`src/rtl/iq_avg_snapshot_ctrl_pkg.sv`:
```
// Shared constants and types for the IQ-average snapshot capture sequencer.
package iq_avg_snapshot_ctrl_pkg;

  // Control word bit positions
  localparam int unsigned START_B  = 0;
  localparam int unsigned WSYNC_B  = 1;
  localparam int unsigned ABORT_B  = 2;
  localparam int unsigned AVG_LSB  = 4;
  localparam int unsigned LAST_LSB = 16;

  // Status word bit positions
  localparam int unsigned ST_BUSY_B    = 0;
  localparam int unsigned ST_DONE_B    = 1;
  localparam int unsigned ST_ABORTED_B = 2;
  localparam int unsigned ST_WORDS_LSB = 16;

  // Largest averaging exponent; also the accumulator headroom in bits
  localparam int unsigned MAX_AVG_LOG2 = 8;

  typedef enum logic [1:0] {
    StIdle,
    StWaitSync,
    StCapture,
    StDone
  } state_e;

  function automatic logic [3:0] clamp_log2(input logic [3:0] v);
    return (v > 4'(MAX_AVG_LOG2)) ? 4'(MAX_AVG_LOG2) : v;
  endfunction

endpackage

```
`src/rtl/iq_avg_snapshot_ctrl_if.sv`:
```
// Snapshot BRAM write port: address, {avg_i, avg_q} data and write strobe.
interface iq_avg_snapshot_ctrl_if #(
  parameter int unsigned DATA_W = 16,
  parameter int unsigned ADDR_W = 10
);
  logic [ADDR_W-1:0]   bram_addr;
  logic [2*DATA_W-1:0] bram_data;
  logic                bram_we;

  modport master (output bram_addr, output bram_data, output bram_we);
  modport slave  (input  bram_addr, input  bram_data, input  bram_we);
endinterface

```
`src/rtl/iq_avg_snapshot_ctrl_iq_sum_shift.sv`:
```
// I/Q accumulate-and-average datapath: sums 2^log2 samples and presents the
// arithmetically shifted sum on the sample that completes a word.
module iq_sum_shift
  import iq_avg_snapshot_ctrl_pkg::*;
#(
  parameter int unsigned DATA_W = 16
) (
  input  logic                     clk,
  input  logic                     rst,
  input  logic                     clear,
  input  logic                     sample_en,
  input  logic [3:0]               log2,
  input  logic signed [DATA_W-1:0] in_i,
  input  logic signed [DATA_W-1:0] in_q,
  output logic                     word_done,
  output logic [DATA_W-1:0]        avg_i,
  output logic [DATA_W-1:0]        avg_q
);

  localparam int unsigned ACC_W = DATA_W + MAX_AVG_LOG2;

  logic signed [ACC_W-1:0] acc_i_q, acc_q_q;
  logic signed [ACC_W-1:0] sum_i, sum_q, shift_i, shift_q;
  logic [8:0]              cnt_q;
  logic [8:0]              target;
  logic                    unused_hi;

  // Sum includes the current sample so the completing sample is averaged in
  always_comb begin
    sum_i     = acc_i_q + ACC_W'(in_i);
    sum_q     = acc_q_q + ACC_W'(in_q);
    shift_i   = sum_i >>> log2;
    shift_q   = sum_q >>> log2;
    target    = (9'd1 << log2) - 9'd1;
    word_done = sample_en && (cnt_q == target);
    avg_i     = shift_i[DATA_W-1:0];
    avg_q     = shift_q[DATA_W-1:0];
    unused_hi = ^{shift_i[ACC_W-1:DATA_W], shift_q[ACC_W-1:DATA_W]};
  end

  // Accumulators and sample counter; cleared after each completed word
  always_ff @(posedge clk) begin
    if (rst || clear) begin
      acc_i_q <= '0;
      acc_q_q <= '0;
      cnt_q   <= '0;
    end else if (sample_en) begin
      if (word_done) begin
        acc_i_q <= '0;
        acc_q_q <= '0;
        cnt_q   <= '0;
      end else begin
        acc_i_q <= sum_i;
        acc_q_q <= sum_q;
        cnt_q   <= cnt_q + 9'd1;
      end
    end
  end

endmodule

```
`src/rtl/iq_avg_snapshot_ctrl.sv`:
```
// Capture sequencer: on a software start edge, averages 2^L IQ samples per
// word, writes last_addr+1 words to the snapshot BRAM and reports status.
module iq_avg_snapshot_ctrl
  import iq_avg_snapshot_ctrl_pkg::*;
#(
  parameter int unsigned DATA_W = 16,
  parameter int unsigned ADDR_W = 10
) (
  input  logic                     user_clk,
  input  logic                     user_rst,
  input  logic [31:0]              ctrl_word,
  input  logic                     sync_in,
  input  logic                     in_valid,
  input  logic signed [DATA_W-1:0] in_i,
  input  logic signed [DATA_W-1:0] in_q,
  iq_avg_snapshot_ctrl_if.master   bram,
  output logic [31:0]              status
);

  state_e              state_q;
  logic                start_q;
  logic [3:0]          l_q;
  logic [ADDR_W-1:0]   last_q;
  logic [ADDR_W:0]     words_q;
  logic                busy_q, done_q, aborted_q;
  logic [ADDR_W-1:0]   addr_q;
  logic [2*DATA_W-1:0] data_q;
  logic                we_q;

  logic                start_edge, abort_req, sample_en, dp_clear, word_done;
  logic [DATA_W-1:0]   avg_i, avg_q;
  logic                unused_ctrl;

  // Control decode; abort suppresses counting so no partial word lands
  always_comb begin
    start_edge  = ctrl_word[START_B] & ~start_q;
    abort_req   = ctrl_word[ABORT_B];
    sample_en   = (state_q == StCapture) && in_valid && !abort_req;
    dp_clear    = (state_q != StCapture);
    unused_ctrl = ^{ctrl_word[3], ctrl_word[15:8], ctrl_word[31:LAST_LSB+ADDR_W]};
  end

  iq_sum_shift #(
    .DATA_W (DATA_W)
  ) u_sum (
    .clk       (user_clk),
    .rst       (user_rst),
    .clear     (dp_clear),
    .sample_en (sample_en),
    .log2      (l_q),
    .in_i      (in_i),
    .in_q      (in_q),
    .word_done (word_done),
    .avg_i     (avg_i),
    .avg_q     (avg_q)
  );

  // Sequencer FSM with registered BRAM port and status flags
  always_ff @(posedge user_clk) begin
    if (user_rst) begin
      state_q   <= StIdle;
      start_q   <= 1'b1;  // a start bit held through reset is not an edge
      l_q       <= '0;
      last_q    <= '0;
      words_q   <= '0;
      busy_q    <= 1'b0;
      done_q    <= 1'b0;
      aborted_q <= 1'b0;
      addr_q    <= '0;
      data_q    <= '0;
      we_q      <= 1'b0;
    end else begin
      start_q <= ctrl_word[START_B];
      we_q    <= 1'b0;
      if (abort_req) begin
        state_q   <= StIdle;
        aborted_q <= aborted_q | busy_q;
        busy_q    <= 1'b0;
        done_q    <= 1'b0;
      end else begin
        unique case (state_q)
          StIdle, StDone: begin
            if (start_edge) begin
              state_q   <= ctrl_word[WSYNC_B] ? StWaitSync : StCapture;
              l_q       <= clamp_log2(ctrl_word[AVG_LSB +: 4]);
              last_q    <= ctrl_word[LAST_LSB +: ADDR_W];
              words_q   <= '0;
              busy_q    <= 1'b1;
              done_q    <= 1'b0;
              aborted_q <= 1'b0;
            end
          end
          StWaitSync: begin
            if (sync_in) state_q <= StCapture;
          end
          StCapture: begin
            if (word_done) begin
              we_q    <= 1'b1;
              addr_q  <= words_q[ADDR_W-1:0];
              data_q  <= {avg_i, avg_q};
              words_q <= words_q + (ADDR_W+1)'(1);
              if (words_q[ADDR_W-1:0] == last_q) begin
                state_q <= StDone;
                busy_q  <= 1'b0;
                done_q  <= 1'b1;
              end
            end
          end
          default: state_q <= StIdle;
        endcase
      end
    end
  end

  // Status word assembled from registered flags
  always_comb begin
    status                            = '0;
    status[ST_BUSY_B]                 = busy_q;
    status[ST_DONE_B]                 = done_q;
    status[ST_ABORTED_B]              = aborted_q;
    status[ST_WORDS_LSB +: ADDR_W+1]  = words_q;
  end

  assign bram.bram_addr = addr_q;
  assign bram.bram_data = data_q;
  assign bram.bram_we   = we_q;

endmodule

```
`src/flat_wrapper.sv`:
```
// flat-port wrapper written by rule: the top's interface ports become plain ports
module iq_avg_snapshot_ctrl_flat import iq_avg_snapshot_ctrl_pkg::*;
#(
  parameter int unsigned DATA_W = 16,
  parameter int unsigned ADDR_W = 10
)
  (user_clk, user_rst, ctrl_word, sync_in, in_valid, in_i, in_q, status, bram_bram_addr, bram_bram_data, bram_bram_we);
  iq_avg_snapshot_ctrl_if #(.DATA_W(DATA_W), .ADDR_W(ADDR_W)) bram_i ();
  input  logic user_clk;
  input  logic user_rst;
  input  logic [31:0] ctrl_word;
  input  logic sync_in;
  input  logic in_valid;
  input  logic signed [DATA_W-1:0] in_i;
  input  logic signed [DATA_W-1:0] in_q;
  output logic [31:0] status;
  output wire logic [$bits(bram_i.bram_addr)-1:0] bram_bram_addr;
  output wire logic [$bits(bram_i.bram_data)-1:0] bram_bram_data;
  output wire logic [$bits(bram_i.bram_we)-1:0] bram_bram_we;
  assign bram_bram_addr = bram_i.bram_addr;
  assign bram_bram_data = bram_i.bram_data;
  assign bram_bram_we = bram_i.bram_we;
  iq_avg_snapshot_ctrl #(.DATA_W(DATA_W), .ADDR_W(ADDR_W)) u_core (.user_clk(user_clk), .user_rst(user_rst), .ctrl_word(ctrl_word), .sync_in(sync_in), .in_valid(in_valid), .in_i(in_i), .in_q(in_q), .bram(bram_i), .status(status));
endmodule
```
`config.mk`:
```
export PLATFORM = sky130hd
export DESIGN_NAME = iq_avg_snapshot_ctrl_flat
export DESIGN_NICKNAME = d
export VERILOG_FILES = /design/src/rtl/iq_avg_snapshot_ctrl_pkg.sv /design/src/rtl/iq_avg_snapshot_ctrl_if.sv /design/src/rtl/iq_avg_snapshot_ctrl_iq_sum_shift.sv /design/src/rtl/iq_avg_snapshot_ctrl.sv /design/src/flat_wrapper.sv
export SDC_FILE = /design/constraint.sdc
export NUM_CORES = 1
export LEC_CHECK = 0
export ABC_CLOCK_PERIOD_IN_PS = 5300
export CAP_MARGIN = 20
export CORE_MARGIN = 2
export CORE_UTILIZATION = 35
export DETAILED_ROUTE_END_ITERATION = 16
export GPL_ROUTABILITY_DRIVEN = 1
export SLEW_MARGIN = 30
export SYNTH_ARGS = -nofsm -noshare
export SYNTH_HDL_FRONTEND = slang
export SYNTH_SLANG_ARGS = --single-unit
```
`constraint.sdc`:
```
create_clock -name user_clk -period 5.3 [get_ports user_clk]
set_input_delay 1.06 -clock user_clk [delete_from_list [all_inputs] [get_ports user_clk]]
set_output_delay 1.06 -clock user_clk [all_outputs]
set_load 0.02 [all_outputs]
```
Word-level counts from Yosys, hierarchy flattened
Cells that the tools add are included. W data, S select, Z words.

Magnitude comparators: 1. Shift operators: 3. Reductions and logical operators: 18. Add/subtract/negate cells: 5. Bitwise logic cells: 5. Equal/unequal tests: 10. Multiplexer cells: 24.

Operator list (number): $add A24 B16 Y24 (2); $mux W24 (2); $sshr A24 B4 Y16 (2); $mux W11 (2); $pmux W11 S2 (1); $reduce_and A4 Y1 (3); $add A11 B1 Y11 const B (1); $eq A10 B10 Y1 (1); $mux W2 (5); $add A9 B1 Y9 const B (1); $eq A9 B9 Y1 (1); $mux W1 (9); $mux W9 (1); $shl A1 B4 Y9 const A (1); $sub A9 B1 Y9 const B (1); $ne A2 B2 Y1 const B (4); $pmux W2 S3 (1); $reduce_and A3 Y1 (2); $reduce_bool A2 Y1 (3); $eq A2 B2 Y1 const B (2); $gt A4 B4 Y1 const B (1); $mux W4 (1); $pmux W1 S2 (2); $reduce_or A2 Y1 (2); other kinds (11) (15).

Output and inout bits: 75. Register bits: 131.

Logic depth before layout (Yosys ltp)
Gate-level depths: netlist of the first run.

Depth after elaboration: 6. Mapped depth: 19. Mapped depth without buffers: 14.

By module
A second synthesis of the first run with hierarchy kept.

Cells, all modules: 1272. Area, all modules: 9963.3 um^2.

Modules (own cells, without submodules): iq_sum_shift (seq. area each 1141.1 um^2, cells an instance 896, times used 1, area an instance 6864.1 um^2); iq_avg_snapshot_ctrl (seq. area each 1481.4 um^2, cells an instance 376, times used 1, area an instance 3099.2 um^2).

Worst setup path after synthesis of the first run
OpenSTA, ideal clock, no wires.

Path type: input port to flip-flop. Start point: input in_i[0]. End point: register u_core.data_q[16] (netlist: u_core.bram.bram_data[16]). Setup slack: 1285 ps. Stages: 11. Library setup time: 131 ps. Required time: 5169 ps. Data arrival time: 3884 ps. Cell sequence: ha_1 > fa_1 > a211oi_2 > o211ai_1 > a2111oi_4 > nor2_1 > xor2_1 > mux4_2 > mux4_2 > nor2_1 > nor3_1.

Cells in the longest elaborated chain, start to end: 2.

RTL lines: start: declaration (line flat_wrapper.sv:14) `input logic signed [DATA_W-1:0] in_i;`; $add A24 B16 Y24 (line iq_avg_snapshot_ctrl_iq_sum_shift.sv:30) `sum_i = acc_i_q + ACC_W'(in_i);`; $sshr A24 B4 Y16 (line iq_avg_snapshot_ctrl_iq_sum_shift.sv:32) `shift_i = sum_i >>> log2;`; end signal: assignment (line iq_avg_snapshot_ctrl.sv:100) `data_q <= {avg_i, avg_q};`; end: declaration (line iq_avg_snapshot_ctrl.sv:27) `logic [2*DATA_W-1:0] data_q;`.

No other way between the ends. A chain may end at the register's enable or synchronous reset.

Final worst setup path of the first run
Start point: input in_q[0]. End point: register u_core.data_q[11] (netlist: u_core.bram.bram_data[11]).

Cells in the longest elaborated chain, start to end: 2.

RTL lines: start: declaration (line flat_wrapper.sv:15) `input logic signed [DATA_W-1:0] in_q;`; $add A24 B16 Y24 (line iq_avg_snapshot_ctrl_iq_sum_shift.sv:31) `sum_q = acc_q_q + ACC_W'(in_q);`; $sshr A24 B4 Y16 (line iq_avg_snapshot_ctrl_iq_sum_shift.sv:33) `shift_q = sum_q >>> log2;`.

No other way between the ends.

==> results of run 1 <==
==> kinds of logic (layout without fill, tap and decap cells) <==
kind of cell | Yosys count | in the layout | synth area share (%)
compound gates | 412 | 412 | 25.6
simple gates | 518 | 518 | 23.3
fa+ha+maj | 54 | 54 | 6.64
flops | 131 | 131 | 25.2
buf+inv | 143 | 198 | 6.03
xor+xnor | 67 | 67 | 5.64
other cells | 1 | 18 | 0.0360
mux | 51 | 51 | 7.53
==> registers in the layout, summed over array words and instances (netlist names) <==
signal and flops:
u_core.l_q 4, u_core.last_q 10, u_core.bram.bram_addr 10, u_core.aborted_q 1, u_core.state_q 2, u_core.done_q 1, u_core.bram.bram_we 1, u_core.u_sum.acc_q_q 24
u_core.words_q 11, u_core.u_sum.cnt_q 9, u_core.start_q 1, u_core.u_sum.acc_i_q 24, u_core.busy_q 1, u_core.bram.bram_data 32
==> metrics by stage <==
stage | cells | util (%)
after floorplan | 1394 | -
final | 1839 | 42.0
after global routing | 1839 | 42.0
after CTS | 1839 | 42.0
after detailed placement | 1807 | 39.9
after global placement | 1807 | 39.9
==> Yosys cell counts, drive strengths merged, types with 27 or more instances <==
| cell | count | area (µm²) |
|---|---|---|
| xnor2 | 35 | 307 |
| ha | 52 | 651 |
| nor3 | 46 | 230 |
| a211oi | 27 | 213 |
| nor2 | 93 | 352 |
| clkbuf | 79 | 297 |
| o21ai | 68 | 340 |
| xor2 | 32 | 280 |
| a21oi | 156 | 788 |
| nand2 | 187 | 702 |
| nand3 | 81 | 405 |
| dfxtp | 131 | 2620 |
| buf | 38 | 233 |
==> worst min-delay path: stages, from the launching register on <==
cell,delay (ns)
dfxtp_1,0.31
nand2_1,0.05
a21oi_1,0.05
==> layer usage <==
metal  vias to the layer above  GRT usage [%]  wire [µm]
met5                         -              0          0
met4                         0           7.23        707
met3                        45           3.40       2160
met2                       401           33.8      15100
met1                      5077           31.6      16600
li1                       5164              -          -
==> worst paths after layout <==
kind	slack, ns	end	cells past startpoint	startpoint
min	0.45	u_core.bram.bram_addr[9]$_SDFFE_PP0P_	2	u_core.bram.bram_addr[9]$_SDFFE_PP0P_
max	0.68	u_core.bram.bram_data[11]$_SDFFE_PP0P_	12	in_q[0]
min reg2reg	0.45	u_core.bram.bram_addr[9]$_SDFFE_PP0P_	2	u_core.bram.bram_addr[9]$_SDFFE_PP0P_
max reg2reg	1.36	u_core.bram.bram_data[10]$_SDFFE_PP0P_	11	u_core.l_q[2]$_SDFFE_PP0P_
==> cell type report <==
cell class / instances / area, µm²
Multi-Input combinational cell: 1120 / 7230
Fill cell: 2973 / 17100
Timing Repair Buffer: 140 / 1330
Clock buffer: 17 / 425
Sequential cell: 131 / 2620
Clock inverter: 15 / 188
Tap cell: 390 / 488
Inverter: 26 / 97.6
==> power breakdown <==
part	total [mW]	leakage (nW)	switching (mW)	internal, mW
Sequential	0.992	1.06	0.00389	0.989
Clock	1.25	0.294	0.570	0.680
Combinational	0.345	3.14	0.205	0.139
==> run_results.csv, run 1 <==
group,metric,value,unit
cts,postCtsSetupBuffers,0,
cts,clkTransAtPathRegs,0.07,ns
placement,gp_congestion,0.901,
cells_and_area,final_cell_mix,"nand2_1, a21oi_1, dfxtp_1",
synthesis,syn_area,10400,µm²
cells_and_area,finalInstanceArea,12400,µm²
floorplanning,die_y,176,µm
sta,holdWs,0.453,ns
cts,cts_root_buf,"clkbuf_16",
floorplanning,dieArea,31100,µm²
drt,drcViolationCount,0,
synthesis,synth.distinct_cells,83,
global_route,grt_antenna_before_repair,0,
synthesis,synthArstFlopShare,0,%
worst_setup_path,crit_family,"compound AO/OA/AOI/OAI gates",
worst_setup_path,required,5.60,ns
drt,routed_wirelength,34600,µm
cts,holdBufCountCts,0,
cells_and_area,fin_nets,1558,
floorplanning,start_util,35.3,%
drt,dr.pass1.iters,9,
worst_setup_path,critPathMaxStageDelay,0.59,ns
cts,numCtsBuffers,17,
synthesis,yosysWarningCount,0,
cts,ctsLongestPathBuffers,2,
cts,cts_tree,"done",
synthesis,yosysSeqAreaShare,25.2,%
global_route,grt_usage,22.1,%
placement,place_hpwl,25200,µm
worst_setup_path,startpoint_type,"input port",
placement,place_area,11800,µm²
sta,fin_crit_sh,87.1,%
sta,finalMaxSlewViolations,0,
drt,routedWlPerCell,18.8,µm
worst_setup_path,end_kind,"flip-flop",
sta,rsz0062_at_grt,"false",
run,maxCapViolCount,0,
placement,dp_slack,0.338,ns
pwr,peakVddDrop,0.220,mV
cells_and_area,antennaDiodeCount,0,
drt,vias,10700,
sta,fin_ws,0.683,ns
pwr,power.total,2.59,mW
floorplanning,ios,143,
sta,slew_headroom,45.2,%
worst_setup_path,critPathMaxFanout,5,
global_route,grt_max_degree,54,
drt,drt-vias-per-instance,5.81,
cts,htreeDepth,4,
drt,antenna_left,0,
global_route,grt_pass1_vias,9963,
min_path,holdCritPathClass,"flip-flop to flip-flop",
cts,cts.sinks,131,
synthesis,synth_cells,1377,
sta,clock_skew,0.0174,ns
sta,setup_tns,0,ns
pwr,p_leak,4.49,nW
synthesis,synth_ff_type,"dfxtp_1",
worst_setup_path,critPathKind,"input port to flip-flop",
synthesis,syn_avg_cell_area,7.55,µm²
worst_setup_path,crit_slowest_cell,"a221oi_1",
sta,finalHoldViolCount,0,
worst_setup_path,critPathArrivalTime,4.92,ns
outcome,outcome,"completed",
floorplanning,std_cell_rows,63,
floorplanning,core_area,29500,µm²
placement,io_buffer_count,109,
global_route,grt_pass1_wl,55000,µm
synthesis,synth_edf_count,0,
worst_setup_path,cp.buffers_inverters,1,
cells_and_area,syn_to_final_growth,19.1,%
worst_setup_path,crit_chain,"clkdlybuf4s50_1 -> ha_1 -> fa_1 -> a21o_1 -> a221o_1 -> a31oi_1 -> o311a_1 -> nor2_1 -> a221oi_1 -> mux4_2 -> a2bb2oi_1 -> a21oi_1",
sta,max_freq,217,MHz
cts,insertion_delay,0.45,ns
sta,fin_crit,4.62,ns
cts,cts_repair_resize_count,0,
cells_and_area,drive_gt1_share,8.28,%
global_route,gr-total-overflow,0,
sta,tightest_slew,0.812,ns
cells_and_area,final_common_cell,"nand2_1",
sta,setup_viol,0,
synthesis,ys_ff_latch,131,
drt,drtIter0Drc,1216,
pwr,powerDensity,209,nW/µm²
floorplanning,die_x,176,µm
Note: power is estimated with default switching activity, not from simulation.
==> run 2: changes to the inputs <==
--- a/config.mk
+++ b/config.mk
@@ -11,6 +11,7 @@
 export CORE_UTILIZATION = 35
 export DETAILED_ROUTE_END_ITERATION = 16
 export GPL_ROUTABILITY_DRIVEN = 1
+export SKIP_LAST_GASP = 1
 export SLEW_MARGIN = 30
 export SYNTH_ARGS = -nofsm -noshare
 export SYNTH_HDL_FRONTEND = slang
==> results of run 2 <==
No change in the layout: final DEF, timing and power equal those of run 1.
==> RTL change 1, RTL diff (settings of run 2) <==
Register the inputs `ctrl_word`, `sync_in`, `in_valid`, `in_i` and `in_q` before use. The logic sees them one clock later. The other inputs are not delayed to match.
--- a/src/rtl/iq_avg_snapshot_ctrl.sv
+++ b/src/rtl/iq_avg_snapshot_ctrl.sv
@@ -18,4 +18,18 @@
 );
 
+  logic [31:0] ctrl_word_q;
+  logic sync_q;
+  logic in_valid_q;
+  logic signed [DATA_W-1:0] in_r;
+  logic signed [DATA_W-1:0] in_q_q;
+
+  always_ff @(posedge user_clk) begin
+    ctrl_word_q <= ctrl_word;
+    sync_q      <= sync_in;
+    in_valid_q  <= in_valid;
+    in_r        <= in_i;
+    in_q_q      <= in_q;
+  end
+
   state_e              state_q;
   logic                start_q;
@@ -34,9 +48,9 @@
   // Control decode; abort suppresses counting so no partial word lands
   always_comb begin
-    start_edge  = ctrl_word[START_B] & ~start_q;
-    abort_req   = ctrl_word[ABORT_B];
-    sample_en   = (state_q == StCapture) && in_valid && !abort_req;
+    start_edge  = ctrl_word_q[START_B] & ~start_q;
+    abort_req   = ctrl_word_q[ABORT_B];
+    sample_en   = (state_q == StCapture) && in_valid_q && !abort_req;
     dp_clear    = (state_q != StCapture);
-    unused_ctrl = ^{ctrl_word[3], ctrl_word[15:8], ctrl_word[31:LAST_LSB+ADDR_W]};
+    unused_ctrl = ^{ctrl_word_q[3], ctrl_word_q[15:8], ctrl_word_q[31:LAST_LSB+ADDR_W]};
   end
 
@@ -49,6 +63,6 @@
     .sample_en (sample_en),
     .log2      (l_q),
-    .in_i      (in_i),
-    .in_q      (in_q),
+    .in_i      (in_r),
+    .in_q      (in_q_q),
     .word_done (word_done),
     .avg_i     (avg_i),
@@ -71,5 +85,5 @@
       we_q      <= 1'b0;
     end else begin
-      start_q <= ctrl_word[START_B];
+      start_q <= ctrl_word_q[START_B];
       we_q    <= 1'b0;
       if (abort_req) begin
@@ -82,7 +96,7 @@
           StIdle, StDone: begin
             if (start_edge) begin
-              state_q   <= ctrl_word[WSYNC_B] ? StWaitSync : StCapture;
-              l_q       <= clamp_log2(ctrl_word[AVG_LSB +: 4]);
-              last_q    <= ctrl_word[LAST_LSB +: ADDR_W];
+              state_q   <= ctrl_word_q[WSYNC_B] ? StWaitSync : StCapture;
+              l_q       <= clamp_log2(ctrl_word_q[AVG_LSB +: 4]);
+              last_q    <= ctrl_word_q[LAST_LSB +: ADDR_W];
               words_q   <= '0;
               busy_q    <= 1'b1;
@@ -92,5 +106,5 @@
           end
           StWaitSync: begin
-            if (sync_in) state_q <= StCapture;
+            if (sync_q) state_q <= StCapture;
           end
           StCapture: begin
Behaviour: not the same (Yosys sat finds a counterexample within 4 cycles, from zero or initial values and one cycle with user_rst high).
==> RTL change 1 against run 2 <==
  * Worst hold slack got worse by 0.013 ns
  * Wire length is 0.58% higher
  * Critical path type is now flop to flop
  * Cell area grew 10%
  * Sequential cell count rose by 51
  * Global-route usage is 2.3 points lower
  * Cell count is 7.2% higher
  * First-iteration DRC count fell by 31%
  * Synthesized area grew 13%
  * Setup slack improved by 0.44 ns
  * Power increased by 20%
==> RTL change 1: results (changes against run 2) <==
stage,metric,value,unit,change
synthesis,synth_fa_ha_area_frac,0.0578,,was 0.0664
global_route,antenna_found_initial,0,,unchanged
critical_path,rrSetupSlack,1.12,ns,was 1.36 ns
pwr,peakVddDrop,0.229,mV,was 0.220 mV
cts,cts_setup_buffers,0,,unchanged
synthesis,synth_commonest_cells,"198 x nand2_1, 182 x dfxtp_1, 151 x a21oi_1, 117 x nor2_1, 65 x nand3_1",,"was 187 x nand2_1, 154 x a21oi_1, 131 x dfxtp_1, 92 x nor2_1, 81 x nand3_1"
global_route,grt_max_degree,51,,was 54
cts,clk_pin_slew,0.09,ns,was 0.07 ns
route,vias_per_cell,5.60,,was 5.81
placed_design,placedInstanceArea,13000,sq um,was 11800 sq um
route,routedWlPerCell,17.6,microns,was 18.8 microns
cts,cts.path.max_buffers,2,,unchanged
synthesis,synth_cell_types,93,,was 83
synthesis,synthTopCellsByArea,"dfxtp_1 31%, a21oi_1 6.4%, nand2_1 6.3%",,"was dfxtp_1 25%, a21oi_1 7.4%, nand2_1 6.7%"
cts,cts_resized,0,,unchanged
placed_design,dp_hpwl,25.3,mm,was 25.2 mm
route,drt_iter0_drc,839,,was 1216
route,first_pass_iters,7,,was 9
pwr,p_leak,5.20,nW,was 4.49 nW
global_route,grt_pass1_vias,10459,,was 9963
cells_and_area,drive_above_1_share,0.0696,,was 0.0828
global_route,groute.usage.overall,0.198,,was 0.221
synthesis,synth_compound_area_frac,0.232,,was 0.256
cts,clk_latency,0.46,ns,
synthesis,synth_ff_type,dfxtp_1,,unchanged
synthesis,yosys_warnings,0,,unchanged
cells_and_area,nets,1631,,was 1558
cells_and_area,n_antenna_cell,0,,unchanged
placed_design,place.gp.congestion,0.930,,was 0.901
sta,tightest_slew,0.887,ns,was 0.812 ns
pwr,switchingPower,917,uW,was 780 uW
critical_path,path_max_fanout,30,,was 5
run_status,status,"finished, final reports clean",,unchanged
critical_path,cp.arrival,4.51,ns,was 4.92 ns
cells_and_area,largest_register_ffs,32,,unchanged
route,drc_errors,0,,unchanged
cts,htree_levels,4,,unchanged
synthesis,ys_async_sr_fraction,0,,unchanged
synthesis,seq_area_frac_synth,0.311,,was 0.252
synthesis,synthXorXnorAreaFrac,0.0538,,was 0.0564
cts,cts-buffers-inserted,17,,unchanged
placed_design,port_buffers,109,,unchanged
sta,period_needed,4.18,ns,was 4.62 ns
cts,cts_root_buffer,clkbuf_16,,unchanged
min_path,hp-class,flop to flop,,unchanged
synthesis,synthMuxAreaShare,0.0696,,was 0.0753
sta,clock_skew,0.0190,ns,was 0.0174 ns
global_route,grt_pass1_wl,55.9,mm,was 55.0 mm
placed_design,pre_cts_ws,1.19,ns,was 0.338 ns
[RTL change 1: cell count changes after synthesis, moves of 9 or more]
cell	run 2	this run
nand3_1	81	65
nor2_1	92	117
mux2i_1	22	32
nor3_1	46	30
o22ai_1	11	2
nand2_1	187	198
clkbuf_1	79	64
xnor2_1	35	26
dfxtp_1	131	182
xor2_1	32	46
[RTL change 1: metrics by stage]
stage	std cells	hold slack, ns	total power [mW]
6_report	1971	0.440	3.11
3_3_place_gp	1939	0.423	1.80
2_1_floorplan	1485	0.415	1.69
4_1_cts	1971	0.438	3.14
5_1_grt	1971	0.454	3.23
3_5_place_dp	1939	0.428	1.80
[RTL change 1: cell families (layout without fill, tap and decap cells)]
group,after synthesis,count (layout)
xor+xnor,72,72
fa+ha+maj,53,53
mux,58,58
compound gates,415,415
flops,182,182
buf+inv,144,182
other cells,1,18
simple gates,543,543
[RTL change 1: routing by layer]
| layer | vias to the layer above | GRT usage | share of wire |
|---|---|---|---|
| li1 | 5394 | - | - |
| met1 | 5196 | 0.258 | 0.45 |
| met2 | 369 | 0.321 | 0.46 |
| met3 | 70 | 0.0323 | 0.053 |
| met4 | 0 | 0.0891 | 0.035 |
| met5 | - | 0 | 0 |
[RTL change 1: final timing paths]
check                    startpoint                       end  cells after the start
max reg2reg           u_core.l_q[1]  u_core.bram.bram_data[7]                     12
min reg2reg  u_core.ctrl_word_q[18]          u_core.last_q[2]                      2
min          u_core.ctrl_word_q[18]          u_core.last_q[2]                      2
max                   u_core.l_q[1]  u_core.bram.bram_data[7]                     12
[RTL change 1: cell type report]
class	count	area (sq um)
clock buffers	17	425
clock inverters	15	195
fillers	3372	19700
inverters	26	97.6
multi-input cells	1159	7490
flip-flops and latches	182	3640
well taps	448	561
repair buffers	124	1200
[RTL change 1: power groups by stage]
stage               Combinational (mW)  Sequential [mW]  Clock, mW
floorplan                        0.254             1.44          0
global placement                 0.352             1.44          0
detailed placement               0.356             1.44          0
CTS                              0.357             1.41       1.37
global route                     0.394             1.41       1.42
finish                           0.360             1.41       1.34
[RTL change 1: worst max-delay path: stages, from the launching register on]
cell	delay, ns
dfxtp_1	0.32
nor2_1	0.50
nand3_1	0.16
ha_1	0.35
or3_1	0.34
a21o_1	0.19
and3_1	0.16
a211oi_1	0.21
and4_2	0.75
buf_4	0.37
nand2_1	0.18
a2111oi_0	0.38
a211oi_1	0.10
==> RTL change 2, RTL diff (settings of run 2) <==
Without the edit above. `ADDR_W` is set to 10 in 3 places; all go to 9.
--- a/src/rtl/iq_avg_snapshot_ctrl_if.sv
+++ b/src/rtl/iq_avg_snapshot_ctrl_if.sv
@@ -2,5 +2,5 @@
 interface iq_avg_snapshot_ctrl_if #(
   parameter int unsigned DATA_W = 16,
-  parameter int unsigned ADDR_W = 10
+  parameter int unsigned ADDR_W = 9
 );
   logic [ADDR_W-1:0]   bram_addr;
--- a/src/rtl/iq_avg_snapshot_ctrl.sv
+++ b/src/rtl/iq_avg_snapshot_ctrl.sv
@@ -5,5 +5,5 @@
 #(
   parameter int unsigned DATA_W = 16,
-  parameter int unsigned ADDR_W = 10
+  parameter int unsigned ADDR_W = 9
 ) (
   input  logic                     user_clk,
--- a/src/flat_wrapper.sv
+++ b/src/flat_wrapper.sv
@@ -3,5 +3,5 @@
 #(
   parameter int unsigned DATA_W = 16,
-  parameter int unsigned ADDR_W = 10
+  parameter int unsigned ADDR_W = 9
 )
   (user_clk, user_rst, ctrl_word, sync_in, in_valid, in_i, in_q, status, bram_bram_addr, bram_bram_data, bram_bram_we);
Ports: changed (resized bram_bram_addr); port bits go from 143 to 142. No check against the original RTL was run, so the function may have changed too.
==> RTL change 2 against run 2 <==
  * Critical path depth is 1 higher
  * First-iteration DRC count fell by 35%
  * Via count shrank 10%
  * Fmax up 2.9%
  * Cell count fell by 6.6%
  * Sequential cell count shrank 3
  * Cell area down 6.0%
  * Core utilization is 0.14 points higher
  * Power is 1.0% lower
  * Setup slack improved by 0.13 ns
  * Wire length down 14%
  * Synthesized area fell by 6.0%
  * Sequential power down 2.3%
  * Largest power group unchanged
==> RTL change 2: results (changes against run 2) <==
stage,metric,value,unit,change
run_status,status,"finished, final reports clean",,unchanged
placed_design,dp_hpwl,21.3,mm,was 25.2 mm
sta,clock_skew,0.00822,ns,was 0.0174 ns
min_path,hp-start,u_core.bram.bram_addr[8],,was u_core.bram.bram_addr[9]
global_route,use_met2,0.310,,was 0.338
global_route,grtUsageMet1,0.296,,was 0.316
route,met2_length,12.8,mm,was 15.1 mm
cells_and_area,seq_area,2560,sq um,was 2620 sq um
cells_and_area,buffer_area_frac,0.105,,was 0.107
global_route,grt_pass1_wl,48.1,mm,was 55.0 mm
critical_path,endpoint,u_core.bram.bram_data[5],,was u_core.bram.bram_data[11]
cells_and_area,nets,1448,,was 1558
synthesis,synthXorXnorAreaFrac,0.0751,,was 0.0564
synthesis,synth_cell_types,84,,was 83
critical_path,slowest_stage,mux4_2,,was a221oi_1
synthesis,syn_area_per_cell,7.69,sq um,was 7.55 sq um
pwr,peakVddDrop,0.163,mV,was 0.220 mV
synthesis,synth_top_area_frac,0.262,,was 0.252
sta,tightest_slew,0.861,ns,was 0.812 ns
cells_and_area,clk_share,0.0528,,was 0.0495
cells_and_area,seq-cell-share,0.220,,was 0.212
cells_and_area,drive_above_1_share,0.0784,,was 0.0828
route,wirelength_met1,14.9,mm,was 16.6 mm
synthesis,synthMuxAreaShare,0.0710,,was 0.0753
route,dr_wl_met3,1.78,mm,was 2.16 mm
min_path,holdPathEnd,u_core.bram.bram_addr[8],,was u_core.bram.bram_addr[9]
critical_path,rrSetupSlack,1.07,ns,was 1.36 ns
synthesis,synth_compound_area_frac,0.248,,was 0.256
route,first_pass_iters,5,,was 9
sta,holdWs,0.449,ns,was 0.453 ns
global_route,groute.usage.overall,0.204,,was 0.221
route,routedWlPerCell,17.4,microns,was 18.8 microns
placed_design,place.gp.congestion,0.906,,was 0.901
route,drt_iter0_drc,794,,was 1216
cells_and_area,multi_input_area,6700,sq um,was 7230 sq um
critical_path,r2r_cells,13,,was 11
critical_path,cp.arrival,4.78,ns,was 4.92 ns
global_route,grt_pass1_vias,8940,,was 9963
cells_and_area,fillers,2808,,was 2973
synthesis,synth_commonest_cells,"160 x nand2_1, 136 x a21oi_1, 128 x dfxtp_1, 118 x nor2_1, 69 x clkbuf_1",,"was 187 x nand2_1, 154 x a21oi_1, 131 x dfxtp_1, 92 x nor2_1, 81 x nand3_1"
route,vias_per_cell,5.60,,was 5.81
[RTL change 2: cell types whose count changed after synthesis, moves of 11 or more]
cell | run 2 | this run
nand3_1 | 81 | 48
a22oi_1 | 6 | 21
a21oi_1 | 154 | 136
nand2_1 | 187 | 160
nor3_1 | 46 | 34
nor2_1 | 92 | 118
xnor2_1 | 35 | 46
[RTL change 2: through the flow]
stage / setup WS, ns / instances
floorplan: 1.32 / 1289
detailed placement: 0.417 / 1685
global route: 0.629 / 1717
CTS: 0.828 / 1717
finish: 0.814 / 1717
global placement: 0.456 / 1685
[RTL change 2: power groups by stage]
stage	Sequential, mW	Combinational [mW]	Clock [mW]
floorplan	0.992	0.218	0
global placement	0.991	0.317	0
detailed placement	0.991	0.319	0
CTS	0.969	0.321	1.29
global route	0.969	0.354	1.33
finish	0.969	0.326	1.27
